File: config.mk
export PLATFORM = sky130hd
export DESIGN_NAME = ipsxe_floating_point_fx2fl_norm_v1_0
export DESIGN_NICKNAME = d
export VERILOG_FILES = /design/src/rtl/ipsxe_floating_point_fx2fl_norm_v1_0_pkg.sv /design/src/rtl/ipsxe_floating_point_fx2fl_norm_v1_0_round_pack.sv /design/src/rtl/ipsxe_floating_point_fx2fl_norm_v1_0.sv
export SDC_FILE = /design/constraint.sdc
export NUM_CORES = 1
export LEC_CHECK = 0
export CAP_MARGIN = 20
export CELL_PAD_IN_SITES_DETAIL_PLACEMENT = 2
export CELL_PAD_IN_SITES_GLOBAL_PLACEMENT = 2
export CORE_MARGIN = 4
export CORE_UTILIZATION = 37
export CTS_BUF_LIST = sky130_fd_sc_hd__clkbuf_4 sky130_fd_sc_hd__clkbuf_8 sky130_fd_sc_hd__clkbuf_16
export CTS_CLUSTER_SIZE = 24
export DETAILED_ROUTE_END_ITERATION = 8
export PLACE_DENSITY_LB_ADDON = 0.08
export SLEW_MARGIN = 20
export SYNTH_ARGS = -nofsm -noshare
export SYNTH_HDL_FRONTEND = slang
export SYNTH_SLANG_ARGS = --single-unit
export TNS_END_PERCENT = 20
File: constraint.sdc
create_clock -name i_clk -period 2.59 [get_ports i_clk]
set_input_delay 0.6475 -clock i_clk [delete_from_list [all_inputs] [get_ports i_clk]]
set_output_delay 0.6475 -clock i_clk [all_outputs]
set_load 0.1 [all_outputs]
File: src/rtl/ipsxe_floating_point_fx2fl_norm_v1_0_pkg.sv
// Shared single-precision floating-point constants and the packed result layout
// used by the fixed-to-float normaliser and its round-and-pack stage.
package ipsxe_floating_point_fx2fl_norm_v1_0_pkg;

  localparam int FP_WORD_W     = 32;
  localparam int FP_EXP_W      = 8;
  localparam int FP_MANT_W     = 23;
  localparam int FP_EXP_BIAS   = 127;
  // Position of the round (guard) bit and top of the sticky field inside the
  // normalised word once the hidden 1 sits at bit FP_WORD_W-1.
  localparam int FP_GUARD_POS  = FP_WORD_W - 2 - FP_MANT_W;
  localparam int FP_STICKY_MSB = FP_GUARD_POS - 1;

  typedef struct packed {
    logic                 sign;
    logic [FP_EXP_W-1:0]  exp;
    logic [FP_MANT_W-1:0] mant;
  } fp32_t;

endpackage

File: src/rtl/ipsxe_floating_point_fx2fl_norm_v1_0_round_pack.sv
// Round-to-nearest-even and field packing of a normalised magnitude.
// Purely combinational; the parent registers the outputs.
module ipsxe_floating_point_round_pack_v1_0
  import ipsxe_floating_point_fx2fl_norm_v1_0_pkg::*;
(
  input  logic                 i_sign,
  input  logic                 i_zero,
  input  logic [FP_WORD_W-1:0] i_norm,
  input  logic [FP_EXP_W-1:0]  i_exp,
  output fp32_t                o_result,
  output logic                 o_inexact
);

  logic [FP_MANT_W-1:0] w_mant;
  logic                 w_guard;
  logic                 w_sticky;
  logic                 w_round_up;
  logic [FP_MANT_W:0]   w_mant_sum;

  // The hidden 1 at the top bit is dropped; the next 23 bits are the fraction.
  assign w_mant     = i_norm[FP_WORD_W-2 -: FP_MANT_W];
  assign w_guard    = i_norm[FP_GUARD_POS];
  assign w_sticky   = |i_norm[FP_STICKY_MSB:0];
  assign w_round_up = w_guard & (w_sticky | w_mant[0]);
  // A carry out of the fraction leaves the low bits all zero, which is exactly
  // the cleared mantissa of the next binade.
  assign w_mant_sum = {1'b0, w_mant} + {{FP_MANT_W{1'b0}}, w_round_up};

  // Pack sign/exponent/mantissa, forcing +0 and exact for a zero input.
  always_comb begin
    // NOTE: every output gets a default first so no path leaves it unassigned (no latch).
    o_result  = '0;
    o_inexact = 1'b0;
    if (!i_zero) begin
      o_result.sign = i_sign;
      o_result.mant = w_mant_sum[FP_MANT_W-1:0];
      o_result.exp  = w_mant_sum[FP_MANT_W] ? i_exp + 8'd1 : i_exp;
      o_inexact     = w_guard | w_sticky;
    end
  end

endmodule

File: src/rtl/ipsxe_floating_point_fx2fl_norm_v1_0.sv
// Three-stage normaliser: converts a sign/magnitude integer with a known
// leading-one position into an IEEE-754 single-precision value.
module ipsxe_floating_point_fx2fl_norm_v1_0
  import ipsxe_floating_point_fx2fl_norm_v1_0_pkg::*;
#(
  parameter int WIDTH    = 32,
  parameter int LOC_BITS = 5,
  parameter int EXP_BIAS = FP_EXP_BIAS
) (
  input  logic                i_clk,
  input  logic                i_rst,
  input  logic                i_aclken,
  input  logic                i_valid,
  input  logic                i_sign,
  input  logic [WIDTH-1:0]    i_mag,
  input  logic [LOC_BITS-1:0] i_one_loc,
  input  logic                i_zero,
  output logic                o_valid,
  output logic [31:0]         o_result,
  output logic                o_inexact
);

  // Stage 1: captured inputs
  logic                r1_valid;
  logic                r1_sign;
  logic [WIDTH-1:0]    r1_mag;
  logic [LOC_BITS-1:0] r1_loc;
  logic                r1_zero;

  // Stage 2: normalised magnitude and biased exponent
  logic                r2_valid;
  logic                r2_sign;
  logic                r2_zero;
  logic [WIDTH-1:0]    r2_norm;
  logic [FP_EXP_W-1:0] r2_exp;

  // Stage 3: registered result
  logic                r3_valid;
  fp32_t               r3_result;
  logic                r3_inexact;

  logic [LOC_BITS-1:0] w_shamt;
  logic [WIDTH-1:0]    w_norm;
  logic [FP_EXP_W-1:0] w_exp;
  fp32_t               w_result;
  logic                w_inexact;

  assign w_shamt = LOC_BITS'(WIDTH - 1) - r1_loc;
  assign w_norm  = r1_mag << w_shamt;
  assign w_exp   = FP_EXP_W'(EXP_BIAS) + FP_EXP_W'(r1_loc);

  // Valid bits: cleared by reset regardless of the clock enable.
  always_ff @(posedge i_clk) begin
    // NOTE: sequential state uses non-blocking assignments so every stage samples pre-edge values.
    if (i_rst) begin
      r1_valid <= 1'b0;
      r2_valid <= 1'b0;
    end else if (i_aclken) begin
      r1_valid <= i_valid;
      r2_valid <= r1_valid;
    end
  end

  // Stage 1 and 2 data: advance on enable only.
  always_ff @(posedge i_clk) begin
    // NOTE: pipeline data carries no reset; its qualifying valid bit is what reset clears.
    if (i_aclken) begin
      r1_sign <= i_sign;
      r1_mag  <= i_mag;
      r1_loc  <= i_one_loc;
      r1_zero <= i_zero;
      r2_sign <= r1_sign;
      r2_zero <= r1_zero;
      r2_norm <= w_norm;
      r2_exp  <= w_exp;
    end
  end

  ipsxe_floating_point_round_pack_v1_0 u_round_pack (
    .i_sign    (r2_sign),
    .i_zero    (r2_zero),
    .i_norm    (r2_norm),
    .i_exp     (r2_exp),
    .o_result  (w_result),
    .o_inexact (w_inexact)
  );

  // Stage 3: output register, fully cleared by reset.
  always_ff @(posedge i_clk) begin
    if (i_rst) begin
      r3_valid   <= 1'b0;
      r3_result  <= '0;
      r3_inexact <= 1'b0;
    end else if (i_aclken) begin
      r3_valid   <= r2_valid;
      r3_result  <= w_result;
      r3_inexact <= w_inexact;
    end
  end

  assign o_valid   = r3_valid;
  assign o_result  = r3_result;
  assign o_inexact = r3_inexact;

endmodule

==> flow_summary.ini, run 1 <==
[sta]
drv_slew = 0
slew_headroom_pct = 55.2
finalClockSkew_ns = 0.00987
fin_crit_sh_pct = 88.5
finalHoldViolCount = 0
finalSetupViolCount = 0
tightestPinTransition_ns = 0.671
rsz0062_at_grt = no
layout_setup_ws_ns = 0.297
tns_ns = 0
fmax_mhz = 436
finalCriticalPeriod_ns = 2.29

[global_route]
grt_pass1_vias = 4970
grt_pass1_wl_mm = 27.6
antenna_found_initial = 1
gr-usage-all-layers_pct = 19.6
grt_max_degree = 95
grt_overflow = 0

[finish]
fin_cells = 844
nFillCells = 1573
multiInputGateArea_sq_um = 2620
syn2layout_area_growth_pct = 25.9
drive_gt1_share_pct = 18.6
fin_util_pct = 48.3
nNetsFinal = 666
insertedDiodeCount = 0
seq_area_sq_um = 3090

[setup_path]
reg2reg_from = r1_loc[1]$_DFFE_PP_
cp_max_fo = 29
cp-startpoint = r1_loc[1]$_DFFE_PP_
critical_path_arrival_ns = 2.44
critPathSlowestCell = edfxtp_1
worstSetupPathType = flip-flop to flip-flop
cp-start-kind = flip-flop
worstPathCellList = buf_12 -> mux2_2 -> mux2i_1 -> mux2_2 -> a2bb2oi_1 -> nand3_1
cp.required_ns = 2.74
cpMostUsedCell = mux2_2
max_stage_delay_ns = 0.51
endpoint_kind = flip-flop

[pwr]
ir_worst_vdd_mv = 0.630
powerDensity_nw_per_um2 = 742
p_total_mw = 5.53
leakage_nw = 2.82

[synth]
async_flop_share_pct = 0
synth_cell_type_count = 54
synth.avg_cell_area_sq_um = 11.1
synth_commonest_cells = 79 x edfxtp_1, 55 x nand2_1, 51 x nor2_1
synth-edff-count = 79
synth_area_sq_um = 5920
synth_cells = 535
synth_top_flop_cell = edfxtp_1
syn_nets = 581
ys_ff_latch = 115
yosys.area.top_type = edfxtp_1
synth_area_leaders = edfxtp_1 40%, dfxtp_1 12%, mux2i_1 6.1%
yosysWarnings = 0
yosysMostFrequentCell = edfxtp_1
ys_seq_area_share_pct = 52.2
netlist.area_leader.share_pct = 40.1

[route]
ant_nets = 0
wl_per_cell_um = 20.4
vias_per_cell = 5.32
via_count = 4489
dr.first_iter.drc_count = 153
firstDrtPassIters = 4
wirelength_mm = 17.2
route.detailed.drc = 0

[clock_tree]
ctsResizeCount = 0
cts_setup_buffers = 0
path_clk_slew_ns = 0.06
htree_levels = 4
cts_max_path_buffers = 2
hold_buffers = 0
cts_sinks = 115
cts_root_buf = clkbuf_16
clock_latency_ns = 0.42
cts_made_buffers = 17
cts_tree = done

[place]
place_hpwl_mm = 12.8
pre_cts_slack_ns = 0.161
portBuffers = 75
gp_congestion = 0.842
placed_cells = 809

[floorplanning]
rows = 45
die_h_um = 135
ioPinCount = 77
core-area_sq_um = 15400
start_util_pct = 38.4
die_area_sq_um = 18100
die-width_um = 135

[min_path]
hold_path.class = flip-flop to flip-flop
holdCritStartpoint = r1_zero$_DFFE_PP_

[run]
maxCapViolCount = 0

[status]
status = complete, no violations
## report_power, final
part	internal, mW	total (mW)	switching (mW)
clock	1.42	2.27	0.854
combinational	0.387	1.01	0.622
sequential	2.13	2.25	0.121
total	3.94	5.53	1.60
## final timing paths
kind	end	slack [ns]	depth (start not counted)
max	r2_norm[23]$_DFFE_PP_	0.30	6
min	r2_zero$_DFFE_PP_	0.42	0
max reg2reg	r2_norm[23]$_DFFE_PP_	0.30	6
min reg2reg	r2_zero$_DFFE_PP_	0.42	0
## layout by cell type (no fill, tap or decap), drive strengths merged, types with 19 or more instances in the layout
master,instances
a21oi,23
buf,58
clkdlybuf4s50,40
dfxtp,36
edfxtp,79
mux2,19
mux2i,37
nand2,55
nand3,19
nor2,52
o21ai,36
xor2,20
## registers in the layout, summed over array words and instances (netlist names), 5 cells and up
| signal | cells |
|---|---|
| o_result | 32 |
| r1_mag | 31 |
| r2_norm | 31 |
| r2_exp | 8 |
| r1_loc | 5 |
## layout make-up
cell class	count	area share [%]
clock inverters	14	1.85
multi-input cells	377	35.1
well taps	211	3.54
clock buffers	18	5.81
flip-flops and latches	115	41.5
inverters	11	0.554
repair buffers	98	11.7
## metrics by stage
| stage | area (sq um) | hold WS, ns |
|---|---|---|
| finish | 7460 | 0.425 |
| global route | 7460 | 0.441 |
| CTS | 7430 | 0.432 |
| detailed placement | 6860 | 0.418 |
| global placement | 6860 | 0.404 |
| floorplan | 5920 | 0.400 |
## kinds of logic (layout without fill, tap and decap cells)
logic type	after synthesis	in the layout	share of synthesized area, %
simple gates	188	188	15.1
compound gates	87	87	8.83
fa+ha+maj	3	3	0.634
buf+inv	43	141	3.63
xor+xnor	31	31	4.58
mux	68	68	15.0
flops	115	115	52.2
## worst max-delay path, delay by kind of cell (launching register included)
kind                   cells  cell delay (ns)
buffers and inverters      1             0.23
and+or+nand+nor            1             0.12
DFF                        1             0.51
muxes                      3             0.93
AOI/OAI and AO/OA          1             0.22
## per-layer routing
layer  up-vias  track usage (%)  wire length, um
met3        15             3.76              482
met5         -                0                0
met4         0             5.60              192
met1      2255             23.5             7360
li1       2138                -                -
met2        81             35.8             9150
Power figures use the tool's default switching activity.
==> run 2, diff against run 1 <==
Settings changed: SKIP_CTS_REPAIR_TIMING from default to 1.
==> results of run 2 <==
Final layout, timing and power as in run 1 (identical DEF).
==> RTL change 1 (settings of run 1) <==
Change the parameter `LOC_BITS` from 5 to 7.
--- a/src/rtl/ipsxe_floating_point_fx2fl_norm_v1_0.sv
+++ b/src/rtl/ipsxe_floating_point_fx2fl_norm_v1_0.sv
@@ -4,7 +4,7 @@
   import ipsxe_floating_point_fx2fl_norm_v1_0_pkg::*;
 #(
   parameter int WIDTH    = 32,
-  parameter int LOC_BITS = 5,
+  parameter int LOC_BITS = 7,
   parameter int EXP_BIAS = FP_EXP_BIAS
 ) (
   input  logic                i_clk,
Interface: changed (resized i_one_loc); port bits go from 77 to 79. The function was not compared with the original's and may differ.
==> RTL change 1 against run 1 <==
  * Setup slack got worse by 0.10 ns
  * Routed wire length increased by 11%
  * Critical path depth unchanged
  * Final area increased by 3.3%
  * Synthesized area increased by 3.6%
  * Count of clock-buffer cells in the layout increased by 4
  * Via count increased by 7.8%
  * Global-route usage increased by 2.0 points
  * Power decreased by 0.67%
  * Die area increased by 3.4%
  * Sequential cell count increased by 2
  * Critical path type unchanged
  * Largest power group unchanged
  * Highest routed layer unchanged
==> RTL change 1: results (changes against run 1) <==
arrival_ns: 2.64  # was 2.44 ns
peakVddDrop_uv: 410  # was 630 uV
holdPathEnd: "r2_sign"  # was r2_zero
syn-num-nets: 612  # was 581
netlist_top_cells_count: "edfxtp_1, nor2_1, nand2_1"  # was edfxtp_1, nand2_1, nor2_1
fin_skew_ns: 0.00828  # was 0.00987 ns
synth_area_leaders: "edfxtp_1, dfxtp_1, mux4_2, mux2i_1, mux2_2"  # was edfxtp_1, dfxtp_1, mux2i_1, mux2_2, nand2_1
r2r_slack_ns: 0.19  # was 0.30 ns
antenna_found_initial: 0  # was 1
status: "finished, final reports clean"  # unchanged
wl_um: 19000  # was 17,200 um
fin_nets: 701  # was 666
grt_max_degree: 43  # was 95
track_usage_pct: 21.6  # was 19.6%
leakage_nw: 2.84  # was 2.82 nW
cp_max_fo: 32  # was 29
critPathKind: "reg2reg"  # unchanged
hpwl_um: 14100  # was 12,800 um
drive_gt1_share_pct: 19.7  # was 18.6%
synth_edf_count: 81  # was 79
gp_congestion: 0.886  # was 0.842
synthMuxAreaShare_pct: 12.3  # was 15.0%
endpoint: "r2_norm[25]"  # was r2_norm[23]
netlist-cell-type-count: 55  # was 54
tightestPinTransition_ns: 0.575  # was 0.671 ns
postPlaceCellArea_um2: 7130  # was 6860 um^2
vias: 4839  # was 4,489
numPortBuffers: 77  # was 75
hold_start: "r1_sign"  # was r1_zero
cts_resized: 0  # unchanged
drt_iter0_markers: 252  # was 153
grt_pass1_vias: 5409  # was 4,970
synth_seq_area_share_pct: 51.4  # was 52.2%
intPower_mw: 3.96  # was 3.94 mW
r2r-start: "r1_loc[2]"  # was r1_loc[1]
synth_xor_area_share_pct: 4.71  # was 4.58%
whs_ns: 0.409  # was 0.425 ns
cts_buffers: 17  # unchanged
synth_fa_ha_area_share_pct: 1.02  # was 0.634%
grt_pass1_wl_um: 30600  # was 27,600 um
synth_compound_area_share_pct: 10.7  # was 8.83%
## RTL change 1: power by group through the flow
stage               Combinational (mW)  Sequential, mW  Clock [mW]
floorplan                        0.479            2.38           0
global placement                 0.926            2.28           0
detailed placement               0.942            2.29           0
CTS                              0.960            2.26        2.34
global route                      1.03            2.27        2.45
finish                           0.955            2.26        2.28
## RTL change 1: final cells by class
| class | count | area, um^2 |
|---|---|---|
| multi-input combinational | 403 | 2800 |
| clock inverter | 10 | 108 |
| sequential | 117 | 3150 |
| inverter | 12 | 45.0 |
| timing repair buffer | 100 | 868 |
| clock buffer | 22 | 463 |
| fill | 1607 | 8350 |
| tap | 216 | 270 |
## RTL change 1: critical path, cell delays in order, from the launching register on
cell and delay [ns]:
edfxtp_1 0.49, buf_4 0.43, mux2_2 0.28, o22ai_1 0.09
a221oi_1 0.48, a22oi_1 0.23, o22ai_1 0.23
## RTL change 1: stage by stage
step | util (%) | std cells | setup slack, ns | total power [mW]
detailed placement | 44.4 | 848 | 0.256 | 3.23
CTS | 48.0 | 880 | 0.197 | 5.55
global route | 48.0 | 880 | 0.0587 | 5.75
finish | 48.0 | 880 | 0.192 | 5.50
global placement | 44.4 | 848 | 0.238 | 3.21
floorplan | - | 562 | 0.270 | 2.86
## RTL change 1: logic make-up (layout without fill, tap and decap cells)
kind of cell             after synthesis  in the layout
AND/OR/NAND/NOR                      203            203
flip-flops                           117            117
AO/OA/AOI/OAI                        104            104
multiplexers                          58             58
buffers and inverters                 42            144
XOR/XNOR                              33             33
adder cells (fa/ha/maj)                5              5
## RTL change 1: metal layers
layer / part of all wire [%] / track usage [%]
met1: 41 / 25.7
met5: 0 / 0
met2: 53 / 39.0
met4: 2.2 / 7.33
met3: 3.3 / 4.04
==> RTL change 2 (config.mk and constraints of run 1) <==
Made on the original files. Register the output `o_result` once more, with the module's reset; this adds one clock of latency there. The other outputs are not delayed to match.
--- a/src/rtl/ipsxe_floating_point_fx2fl_norm_v1_0.sv
+++ b/src/rtl/ipsxe_floating_point_fx2fl_norm_v1_0.sv
@@ -19,6 +19,8 @@
   output logic [31:0]         o_result,
   output logic                o_inexact
 );
+
+  logic [31:0] o_result_d;
 
   // Stage 1: captured inputs
   logic                r1_valid;
@@ -99,8 +101,16 @@
   end
 
   assign o_valid   = r3_valid;
-  assign o_result  = r3_result;
+  assign o_result_d = r3_result;
   assign o_inexact = r3_inexact;
+
+  always_ff @(posedge i_clk) begin
+    if (i_rst) begin
+      o_result <= '0;
+    end else begin
+      o_result <= o_result_d;
+    end
+  end
 
 endmodule
 
Behaviour: not the same (a bounded check fails within 4 cycles, from zero or initial values and one cycle with i_rst high).
==> RTL change 2 against run 1 <==
  * Worst hold slack improved by 0.015 ns
  * Clock power rose by 3%
  * Setup slack improved by 0.11 ns
  * Routed wire length rose by 11%
  * Power rose by 9.9%
  * Sequential cell count rose by 32
  * Synthesized area rose by 13%
  * Non-clock buffer count rose by 10
  * Final area rose by 11%
  * Largest cell class unchanged
==> RTL change 2: results (changes against run 1) <==
hold_class: "reg2reg"  # unchanged
synth_edf_count: 79  # unchanged
cts_resized: 0  # unchanged
sh_seq_area_pct: 45.1  # was 41.5%
yosys_warnings: 0  # unchanged
syn-num-nets: 609  # was 581
peakVddDrop_uv: 460  # was 630 uV
wl_per_cell_um: 21.3  # was 20.4 um
gp_congestion: 0.882  # was 0.842
multi_input_cells: 371  # was 377
synth_seq_area_share_pct: 55.7  # was 52.2%
grt_pass1_vias: 5334  # was 4,970
drive_gt1_share_pct: 20.7  # was 18.6%
maxSlewHeadroom_pct: 53.3  # was 55.2%
netlist_top_cells_count: "edfxtp_1, dfxtp_1, nor2_1"  # was edfxtp_1, nand2_1, nor2_1
synth_xor_area_share_pct: 4.05  # was 4.58%
fill_cells: 1760  # was 1,573
cts_buffers: 17  # unchanged
clkTransAtPathRegs_ns: 0.06  # about the same
multi_input_area_um2: 2720  # was 2620 um^2
cp_max_fo: 17  # was 29
h-tree-depth: 4  # unchanged
setup_violations: 0  # unchanged
antenna_found_initial: 0  # was 1
hpwl_um: 13900  # was 12,800 um
n_all_buffers: 108  # was 98
clkSinkCount: 147  # was 115
grt_max_degree: 84  # was 95
n_clock_buffer: 20  # was 18
grt_pass1_wl_um: 30300  # was 27,600 um
synth_area_leaders: "edfxtp_1, dfxtp_1, mux2i_1, o2bb2ai_1, nor2b_1"  # was edfxtp_1, dfxtp_1, mux2i_1, mux2_2, nand2_1
synth_ff_type: "edfxtp_1"  # unchanged
synth_fa_ha_area_share_pct: 0.560  # was 0.634%
arrival_ns: 2.44  # about the same
async_flop_share_pct: 0  # unchanged
netlist-cell-type-count: 58  # was 54
synth_compound_area_share_pct: 10.2  # was 8.83%
leakage_nw: 3.14  # was 2.82 nW
clockRootBuffer: "clkbuf_16"  # unchanged
clkCellAreaFrac_pct: 6.67  # was 7.65%
clkLatencyLatePin_ns: 0.43
status: "finished, final reports clean"  # unchanged
inv_count: 13  # was 11
buffer_area_share_pct: 11.4  # was 11.7%
synthMuxAreaShare_pct: 11.9  # was 15.0%
vias: 4780  # was 4,489
track_usage_pct: 19.3  # was 19.6%
clockBufferDepth: 2  # unchanged
numPortBuffers: 75  # unchanged
drt-pass1-iter-count: 4  # unchanged
post-cts-setup-buffers: 0  # unchanged
fin_nets: 704  # was 666
pre_cts_ws_ns: 0.0882  # was 0.161 ns
met1_usage_pct: 23.7  # was 23.5%
fin_skew_ns: 0.00760  # was 0.00987 ns
met2_usage_pct: 34.7  # was 35.8%
diodes: 0  # unchanged
met3_usage_pct: 3.28  # was 3.76%
drt_iter0_markers: 243  # was 153
[RTL change 2: through the flow]
| stage | hold slack, ns | total power, mW | cell area (um^2) | instances |
|---|---|---|---|---|
| 2_1_floorplan | 0.400 | 3.39 | 6710 | 563 |
| 3_3_place_gp | 0.400 | 3.75 | 7690 | 860 |
| 3_5_place_dp | 0.433 | 3.78 | 7690 | 860 |
| 4_1_cts | 0.448 | 6.15 | 8240 | 892 |
| 5_1_grt | 0.460 | 6.35 | 8290 | 896 |
| 6_report | 0.439 | 6.08 | 8290 | 896 |
[RTL change 2: power breakdown]
group | internal [mW] | switching [mW] | total [mW]
Combinational | 0.402 | 0.599 | 1.00
Clock | 1.31 | 1.03 | 2.33
Sequential | 2.64 | 0.110 | 2.75
Total | 4.34 | 1.74 | 6.08
[RTL change 2: per-layer routing]
metal  part of all wire [%]  routed length, um  up-vias
met3                    2.8                543       17
met4                    1.4                266        0
met5                      0                  0        -
met2                     52               9960       85
met1                     44               8300     2400
li1                       -                  -     2278
[RTL change 2: final timing paths]
path	start	end	slack (ns)	depth (start not counted)
hold reg to reg	r1_sign	r2_sign	0.44	0
setup reg to reg	r1_loc[1]	r2_norm[28]	0.40	8
hold / removal	r1_sign	r2_sign	0.44	0
setup / recovery	r1_loc[1]	r2_norm[28]	0.40	8
[RTL change 2: cell families after synthesis]
group,Yosys count
buf+inv,45
fa+ha+maj,3
mux,67
flops,147
simple gates,180
xor+xnor,31
compound gates,90
[RTL change 2: critical path: stages (launching register included)]
cell and delay, ns:
edfxtp_1 0.42, buf_12 0.17, buf_4 0.21, mux2i_1 0.15
buf_4 0.16, mux4_2 0.49, nand2_1 0.12, o221ai_2 0.11
nor3_2 0.17
